`src/rtl/m_outputmux.sv`:
```
// Core store path: decodes the MIP/MIE/MSTATUS window locally and forwards all
// other writes as one Wishbone-style write cycle with ACK wait and timeout.
module m_outputmux #(
  parameter int unsigned HAS_SYSREG = 1,
  parameter int unsigned TIMEOUT    = 15
) (
  input  logic        clk,
  input  logic        rst,
  input  logic        wr_req,
  input  logic [31:0] wr_adr,
  input  logic [31:0] wr_dat,
  input  logic [3:0]  wr_sel,
  output logic        wr_ack,
  output logic        wr_err,
  output logic        STB_O,
  output logic        WE_O,
  output logic [31:0] ADR_O,
  output logic [31:0] DAT_O,
  output logic [3:0]  SEL_O,
  input  logic        ACK_I,
  input  logic        trap_enter,
  input  logic        mret,
  output logic        mie,
  output logic        mpie,
  output logic        meie,
  output logic        msie,
  output logic        mtie,
  output logic        mtimeincie,
  output logic        mrinstretie,
  output logic        msip,
  output logic [2:0]  state_o
);

  // Core side: wr_req is a level held until the one-cycle wr_ack or wr_err
  // pulse; the external side holds STB_O/WE_O until ACK_I or timeout.
  typedef enum logic [2:0] {
    S_IDLE    = 3'd0,
    S_BUS     = 3'd1,
    S_ACK     = 3'd2,
    S_ERR     = 3'd3,
    S_WAITREL = 3'd4
  } state_t;

  localparam logic       SYS_EN = (HAS_SYSREG != 0);
  localparam logic       T_EN   = (TIMEOUT != 0);
  localparam logic [7:0] T_LAST = (TIMEOUT == 0) ? 8'd0 : 8'(TIMEOUT - 1);

  state_t      state_q, state_d;
  logic [7:0]  timer_q, timer_d;
  logic [31:0] adr_q, adr_d, dat_q, dat_d;
  logic [3:0]  sel_q, sel_d;
  logic        mie_q, mie_d, mpie_q, mpie_d, meie_q, meie_d, msie_q, msie_d;
  logic        mtie_q, mtie_d, mti_q, mti_d, mri_q, mri_d, msip_q, msip_d;
  logic        sys_hit, sys_wr;

  assign sys_hit = SYS_EN && ((wr_adr[29:28] == 2'b11) || (wr_adr[29:27] == 3'b101));
  assign sys_wr  = (state_q == S_IDLE) && wr_req && sys_hit;

  always_comb begin
    state_d = state_q;
    timer_d = timer_q;
    adr_d   = adr_q;
    dat_d   = dat_q;
    sel_d   = sel_q;
    unique case (state_q)
      S_IDLE: begin
        if (wr_req) begin
          if (sys_hit) begin
            state_d = S_ACK;
          end else begin
            adr_d   = wr_adr;
            dat_d   = wr_dat;
            sel_d   = wr_sel;
            timer_d = 8'd0;
            state_d = S_BUS;
          end
        end
      end
      S_BUS: begin
        // ACK_I wins over an expiring timer in the same cycle.
        if (ACK_I) begin
          state_d = S_ACK;
        end else if (T_EN) begin
          if (timer_q == T_LAST) state_d = S_ERR;
          else                   timer_d = timer_q + 8'd1;
        end
      end
      S_ACK:     state_d = S_WAITREL;
      S_ERR:     state_d = S_WAITREL;
      S_WAITREL: state_d = S_IDLE;
      default:   state_d = S_IDLE;
    endcase
  end

  always_comb begin
    mie_d  = mie_q;
    mpie_d = mpie_q;
    meie_d = meie_q;
    msie_d = msie_q;
    mtie_d = mtie_q;
    mti_d  = mti_q;
    mri_d  = mri_q;
    msip_d = msip_q;
    if (sys_wr) begin
      unique case (wr_adr[29:27])
        3'b101: if (wr_sel[0]) msip_d = wr_dat[3];
        3'b110: begin
          if (wr_sel[0]) begin
            msie_d = wr_dat[3];
            mtie_d = wr_dat[7];
          end
          if (wr_sel[1]) meie_d = wr_dat[11];
          if (wr_sel[2]) begin
            mti_d = wr_dat[16];
            mri_d = wr_dat[17];
          end
        end
        3'b111: if (wr_sel[0]) begin
          mie_d  = wr_dat[3];
          mpie_d = wr_dat[7];
        end
        default: ;
      endcase
    end
    // Trap entry/return override any same-cycle MSTATUS write; entry wins.
    if (trap_enter) begin
      mpie_d = mie_q;
      mie_d  = 1'b0;
    end else if (mret) begin
      mie_d  = mpie_q;
      mpie_d = 1'b1;
    end
    if (!SYS_EN) begin
      mie_d  = 1'b0;
      mpie_d = 1'b0;
      meie_d = 1'b0;
      msie_d = 1'b0;
      mtie_d = 1'b0;
      mti_d  = 1'b0;
      mri_d  = 1'b0;
      msip_d = 1'b0;
    end
  end

  always_ff @(posedge clk) begin
    if (rst) begin
      state_q <= S_IDLE;
      timer_q <= 8'd0;
      adr_q   <= 32'd0;
      dat_q   <= 32'd0;
      sel_q   <= 4'd0;
      mie_q   <= 1'b0;
      mpie_q  <= 1'b0;
      meie_q  <= 1'b0;
      msie_q  <= 1'b0;
      mtie_q  <= 1'b0;
      mti_q   <= 1'b0;
      mri_q   <= 1'b0;
      msip_q  <= 1'b0;
    end else begin
      state_q <= state_d;
      timer_q <= timer_d;
      adr_q   <= adr_d;
      dat_q   <= dat_d;
      sel_q   <= sel_d;
      mie_q   <= mie_d;
      mpie_q  <= mpie_d;
      meie_q  <= meie_d;
      msie_q  <= msie_d;
      mtie_q  <= mtie_d;
      mti_q   <= mti_d;
      mri_q   <= mri_d;
      msip_q  <= msip_d;
    end
  end

  assign wr_ack      = (state_q == S_ACK);
  assign wr_err      = (state_q == S_ERR);
  assign STB_O       = (state_q == S_BUS);
  assign WE_O        = STB_O;
  assign ADR_O       = adr_q;
  assign DAT_O       = dat_q;
  assign SEL_O       = sel_q;
  assign mie         = mie_q;
  assign mpie        = mpie_q;
  assign meie        = meie_q;
  assign msie        = msie_q;
  assign mtie        = mtie_q;
  assign mtimeincie  = mti_q;
  assign mrinstretie = mri_q;
  assign msip        = msip_q;
  assign state_o     = state_q;

endmodule

```
`config.mk`:
```
export PLATFORM = sky130hd
export DESIGN_NAME = m_outputmux
export DESIGN_NICKNAME = d
export VERILOG_FILES = /design/src/rtl/m_outputmux.sv
export SDC_FILE = /design/constraint.sdc
export NUM_CORES = 1
export LEC_CHECK = 0
export ABC_AREA = 1
export BUFFER_PORTS_ARGS = -buffer_cell sky130_fd_sc_hd__buf_2
export CORE_MARGIN = 1.5
export CORE_UTILIZATION = 50
export CTS_CLUSTER_DIAMETER = 50
export CTS_CLUSTER_SIZE = 10
export DETAILED_ROUTE_END_ITERATION = 10
export PLACE_DENSITY_LB_ADDON = 0.12
export SETUP_SLACK_MARGIN = 0.05
export SKIP_LAST_GASP = 1
export SYNTH_ARGS = -nofsm -noshare
export SYNTH_HDL_FRONTEND = slang
export SYNTH_SLANG_ARGS = --single-unit
```
`constraint.sdc`:
```
create_clock -name clk -period 3.8 [get_ports clk]
set_input_delay 0.19 -clock clk [delete_from_list [all_inputs] [get_ports clk]]
set_output_delay 0.19 -clock clk [all_outputs]
set_load 0.01 [all_outputs]
```
==> flow_metrics.py, run 1 <==
metrics = {
    "synthesis": {
        "synthDistinctLibCells": 29,
        "synthesis.area_um2": 3410,
        "seq_area_frac_synth": 0.510,
        "avgSynthCellArea_um2": 7.42,
        "ys_seq_elements": 87,
        "synth_nets": 536,
        "postSynthCellCount": 460,
        "yosysWarnings": 0,
    },
    "die": {
        "die_area_um2": 7330,
        "coreArea_um2": 6460,
        "rows": 29,
        "start_util": 0.529,
        "die_w_um": 85.6,
        "io_pins": 157,
        "die_h_um": 85.6,
    },
    "sta": {
        "tightestPinTransition_ps": 1040,
        "finalSetupTns_ps": 0,
        "slew_violations": 0,
        "fin_crit_ps": 1790,
        "rsz0062_at_grt": "no",
        "max_freq_ghz": 0.560,
        "period_share": 0.470,
        "finalSetupViolations": 0,
        "clock_skew_ps": 15.0,
        "relSlewSlack": 0.305,
        "timing.final.ws_setup_ps": 2010,
        "finalHoldViolations": 0,
    },
    "power_and_ir_drop": {
        "p_per_area_nw_per_um2": 457,
        "finalPower_w": 0.00198,
        "p_leak_nw": 2.15,
        "ir_drop_mv": 0.276,
    },
    "route": {
        "vias": 3332,
        "detail-route-antenna-nets": 0,
        "wl_um": 8220,
        "wire_per_inst_um": 12.0,
        "vias_per_cell": 4.86,
        "drt_iter0_markers": 166,
        "drc": 14,
        "dr.pass1.iters": 7,
    },
    "worst_setup_path": {
        "start_kind": "flip-flop",
        "critical_path_class": "flip-flop to flip-flop",
        "critPathMaxFanout": 57,
        "worstPathArrival_ps": 2060,
        "cp_slowest_cell": "buf_4",
        "cp_top_family": "buffers and inverters",
        "cp.required_ps": 4080,
        "path_cells": "nor2_4, nand2_2, inv_2, nand3_4, inv_2, buf_4, o21ai_0, a21oi_1",
        "cp_slowest_stage_delay_ps": 530,
        "worstSetupEndpointType": "flip-flop",
        "cp_num_buf_inv": 3,
        "cpMostUsedCell": "inv_2",
    },
    "grt": {
        "grt_overflow": 0,
        "grt_first_pass_wirelength_um": 13300,
        "grt_max_degree": 80,
        "grt_pass1_vias": 3001,
        "grt_use_total": 0.226,
        "grt_antenna_before_repair": 0,
    },
    "cells_and_area": {
        "mostFrequentLayoutCells": "158 x nor2_1, 156 x buf_2, 87 x dfxtp_1",
        "layout.nets": 679,
        "drive_above_1_share": 0.306,
        "layout_commonest_cell": "nor2_1",
        "multiInputGateArea_um2": 1410,
        "fill_cells": 597,
        "layout-area-overhead-vs-synth_pct": 26.7,
        "seqCellArea_um2": 1740,
        "final_core_util": 0.670,
        "final_area_um2": 4330,
        "insertedDiodeCount": 0,
    },
    "status": {
        "violations": "DRC",
        "outcome": "finished, violations left",
    },
    "cts": {
        "cts_resized": 0,
        "clkLatencyLatePin_ps": 350,
        "cts.sinks": 87,
        "cts_tree": "built",
        "hold_buffers": 0,
        "post_cts_buffers": 0,
        "cts-root-buf": "clkbuf_8",
        "cts_buffers": 9,
        "cts_max_level": 3,
        "clockBufferDepth": 2,
        "cts.clk_slew.worst_paths_ps": 80,
    },
    "placed_design": {
        "preCtsSetupSlack_ps": 2000,
        "dpl_cell_area_um2": 4160,
        "globalplace.congestion": 0.788,
        "place_hpwl_um": 5820,
        "portBuffers": 156,
    },
    "min_path": {
        "hold_class": "primary input to flip-flop",
    },
    "flow_run": {
        "max_cap_violations": 0,
    },
}
-- synthesized netlist by cell type (all sizes together) --
cell / number / area share
nor2: 161 / 0.18
dfxtp: 87 / 0.51
o21ai: 73 / 0.11
nand2: 46 / 0.053
inv: 28 / 0.031
nand3: 15 / 0.026
buf: 14 / 0.030
a21oi: 12 / 0.019
clkbuf: 12 / 0.014
nand4: 3 / 0.0055
ha: 2 / 0.0073
a211oi: 1 / 0.0022
a22oi: 1 / 0.0022
clkinv: 1 / 0.0011
nor3b: 1 / 0.0022
o21bai: 1 / 0.0022
o221ai: 1 / 0.0026
xor2: 1 / 0.0026
-- tightest hold or removal path, stage by stage --
cell and delay, ps:
buf_2 100, inv_1 40, a21oi_1 50
-- flip-flops by register name (all words and copies together) (netlist names) --
name / cells
mrinstretie: 1
mpie: 1
msip: 1
timer_q: 8
DAT_O: 32
mie: 1
mtimeincie: 1
mtie: 1
SEL_O: 4
meie: 1
state_o: 3
msie: 1
ADR_O: 32
-- path summary, 6_finish.rpt --
path	from	endpoint	slack [ps]	cells past startpoint
hold reg to reg	meie	meie	470	2
setup reg to reg	state_o[2]	SEL_O[2]	2010	8
hold / removal	wr_sel[2]	SEL_O[2]	80	3
setup / recovery	state_o[2]	SEL_O[2]	2010	8
-- where the power goes --
part	switching (W)	total, W	internal (W)
registers	0.0000416	0.00103	0.000993
logic	0.000228	0.000379	0.000151
clock network	0.000325	0.000566	0.000241
-- kinds of logic after synthesis --
group                      after synthesis  synth area share
adders and majority gates                2           0.00733
AOI/OAI and AO/OA                       89             0.136
xor gates and xnor gates                 1           0.00257
DFF                                     87             0.510
and+or+nand+nor                        226             0.268
buffers and inverters                   55            0.0758
-- cell type report --
type | instances | share of cell area
Multi-Input combinational cell | 318 | 0.327
Clock inverter | 6 | 0.0101
Tap cell | 77 | 0.0223
Inverter | 29 | 0.0252
Timing Repair Buffer | 158 | 0.184
Clock buffer | 10 | 0.0295
Sequential cell | 87 | 0.402
-- metal layers --
metal | part of all wire | vias to the layer above | track usage
met4 | 0.020 | 0 | 0.103
met2 | 0.47 | 104 | 0.385
met5 | 0 | - | 0
met3 | 0.072 | 15 | 0.0500
met1 | 0.44 | 1470 | 0.272
li1 | - | 1743 | -
-- per-stage QoR --
stage,cells,hold slack (ps)
global route,685,83.6
global placement,669,437
finish,685,81.7
CTS,685,68.2
floorplan,460,317
detailed placement,669,445
Power figures use the tool's default switching activity.
==> inputs of run 2 (changes only) <==
Settings changed: CORE_UTILIZATION 50 to 46.
Clock period 3.8 ns to 1.7 ns, I/O delays scaled along.
==> flow_metrics.py, run 2 (synthesis gave the netlist of run 1 again) <==
metrics = {
    "grt": {
        "grt_first_pass_wirelength_um": 13500,
        "use_met3": 0.0517,
        "grt_overflow": 0,
        "grt_use_total": 0.217,
        "grt_antenna_before_repair": 0,
        "use_met1": 0.268,
        "grt_max_degree": 64,
        "busiest_layer": "met2",
        "grt_pass1_vias": 3003,
        "grt_use_met2": 0.364,
    },
    "die": {
        "rows": 31,
        "die_area_um2": 7950,
        "die_w_um": 89.2,
        "io_pins": 157,
        "die_h_um": 89.2,
        "start_util": 0.473,
        "coreArea_um2": 7210,
    },
    "route": {
        "drt_iter0_markers": 147,
        "wire_per_inst_um": 11.9,
        "vias": 3511,
        "drc": 0,
        "vias_per_cell": 4.68,
        "wl_um": 8910,
        "detail-route-antenna-nets": 0,
        "dr.pass1.iters": 4,
    },
    "sta": {
        "finalSetupTns_ps": 0,
        "fin_crit_ps": 1500,
        "clock_skew_ps": 7.54,
        "finalHoldViolations": 0,
        "period_share": 0.885,
        "relSlewSlack": 0.710,
        "rsz0062_at_grt": "no",
        "slew_violations": 0,
        "finalSetupViolations": 0,
        "max_freq_ghz": 0.665,
        "tightestPinTransition_ps": 434,
    },
    "cells_and_area": {
        "final_area_um2": 4810,
        "layout-area-overhead-vs-synth_pct": 41.0,
        "layout_commonest_cell": "nor2_1",
        "mostFrequentLayoutCells": "158 x nor2_1, 156 x buf_2, 87 x dfxtp_1",
        "seqCellArea_um2": 1740,
        "fill_cells": 666,
        "drive_above_1_share": 0.292,
        "insertedDiodeCount": 0,
        "layout.nets": 722,
        "multiInputGateArea_um2": 1410,
    },
    "worst_setup_path": {
        "worstPathArrival_ps": 1420,
        "r2r_slack_ps": 220,
        "cp.required_ps": 1620,
        "path_cells": "nor2_4, nand2_1, inv_1, buf_2",
        "cp_slowest_stage_delay_ps": 350,
        "start_kind": "flip-flop",
        "rr_endpoint": "timer_q[0]",
        "cp_slowest_cell": "dfxtp_1",
        "critical_path_class": "flip-flop to primary output",
        "rr_worst_depth": 7,
        "critPathMaxFanout": 8,
        "r2r_start": "timer_q[0]",
        "worstSetupEndpointType": "primary output",
    },
    "flow_run": {
        "max_cap_violations": 0,
    },
    "placed_design": {
        "place_hpwl_um": 5830,
        "portBuffers": 156,
        "globalplace.congestion": 0.798,
        "dpl_cell_area_um2": 4250,
    },
    "cts": {
        "cts-root-buf": "clkbuf_8",
        "cts_max_level": 3,
        "cts_tree": "built",
        "hold_buffers": 39,
        "clockBufferDepth": 2,
        "cts.sinks": 87,
        "cts_buffers": 9,
        "post_cts_buffers": 0,
        "cts_resized": 0,
        "cts.clk_slew.worst_paths_ps": 80,
        "clkLatencyLatePin_ps": 340,
    },
    "power_and_ir_drop": {
        "ir_drop_mv": 0.476,
        "p_per_area_nw_per_um2": 942,
        "finalPower_w": 0.00454,
        "p_leak_nw": 2.35,
    },
    "min_path": {
        "hold_class": "primary input to flip-flop",
        "hold_depth": 3,
        "hold_start": "wr_dat[21]",
        "hold_path_end": "DAT_O[21]",
    },
    "status": {
        "outcome": "finished clean",
    },
}
run 2: changes by cell type in the layout (fill, tap and decap cells not counted):
cell,delta
dlygate4sd3_1,+39
buf_12,+3
buf_4,+1
clkbuf_8,+1
clkinv_2,+1
clkinv_4,-1
inv_6,-1
run 2: worst max-delay path by stage:
stage	from	depth (start not counted)	slack, ps	end
after floorplan	state_o[2]	8	400	ADR_O[11]
final	state_o[2]	4	200	WE_O
after global routing	timer_q[0]	7	70	timer_q[0]
after detailed placement	timer_q[0]	7	230	timer_q[0]
after CTS	state_o[2]	4	190	WE_O
after global placement	timer_q[0]	7	330	timer_q[5]
run 2: worst max-delay path, delay by kind of cell, from the launching register on:
kind                   cells  cell delay [ps]
AND/OR/NAND/NOR            2              270
flip-flops                 1              350
buffers and inverters      2              460
run 2: layer usage:
layer	part of all wire	wire length, um	up-vias
met5	0	0	-
met4	0.019	167	0
met3	0.065	580	16
met2	0.46	4120	117
met1	0.45	4040	1550
li1	-	-	1828
run 2: stage by stage:
| step | hold WS [ps] | cells | setup WS [ps] | util |
|---|---|---|---|---|
| 6_report | 6.68 | 750 | 195 | 0.667 |
| 3_3_place_gp | 329 | 695 | 329 | 0.589 |
| 4_1_cts | 0.958 | 750 | 190 | 0.667 |
| 3_5_place_dp | 340 | 695 | 231 | 0.589 |
| 2_1_floorplan | 212 | 460 | 399 | - |
| 5_1_grt | 3.30 | 750 | 66.3 | 0.667 |
run 2: layout make-up:
class	instances	area share
multi-input combinational	318	0.294
timing repair buffer	201	0.260
tap	99	0.0257
clock inverter	5	0.00650
clock buffer	11	0.0294
inverter	29	0.0226
sequential	87	0.362
run 2: power by group:
group | internal (W) | leakage, nW | switching, W
Sequential | 0.00222 | 0.714 | 0.0000909
Combinational | 0.000416 | 1.55 | 0.000529
Clock | 0.000570 | 0.0895 | 0.000712
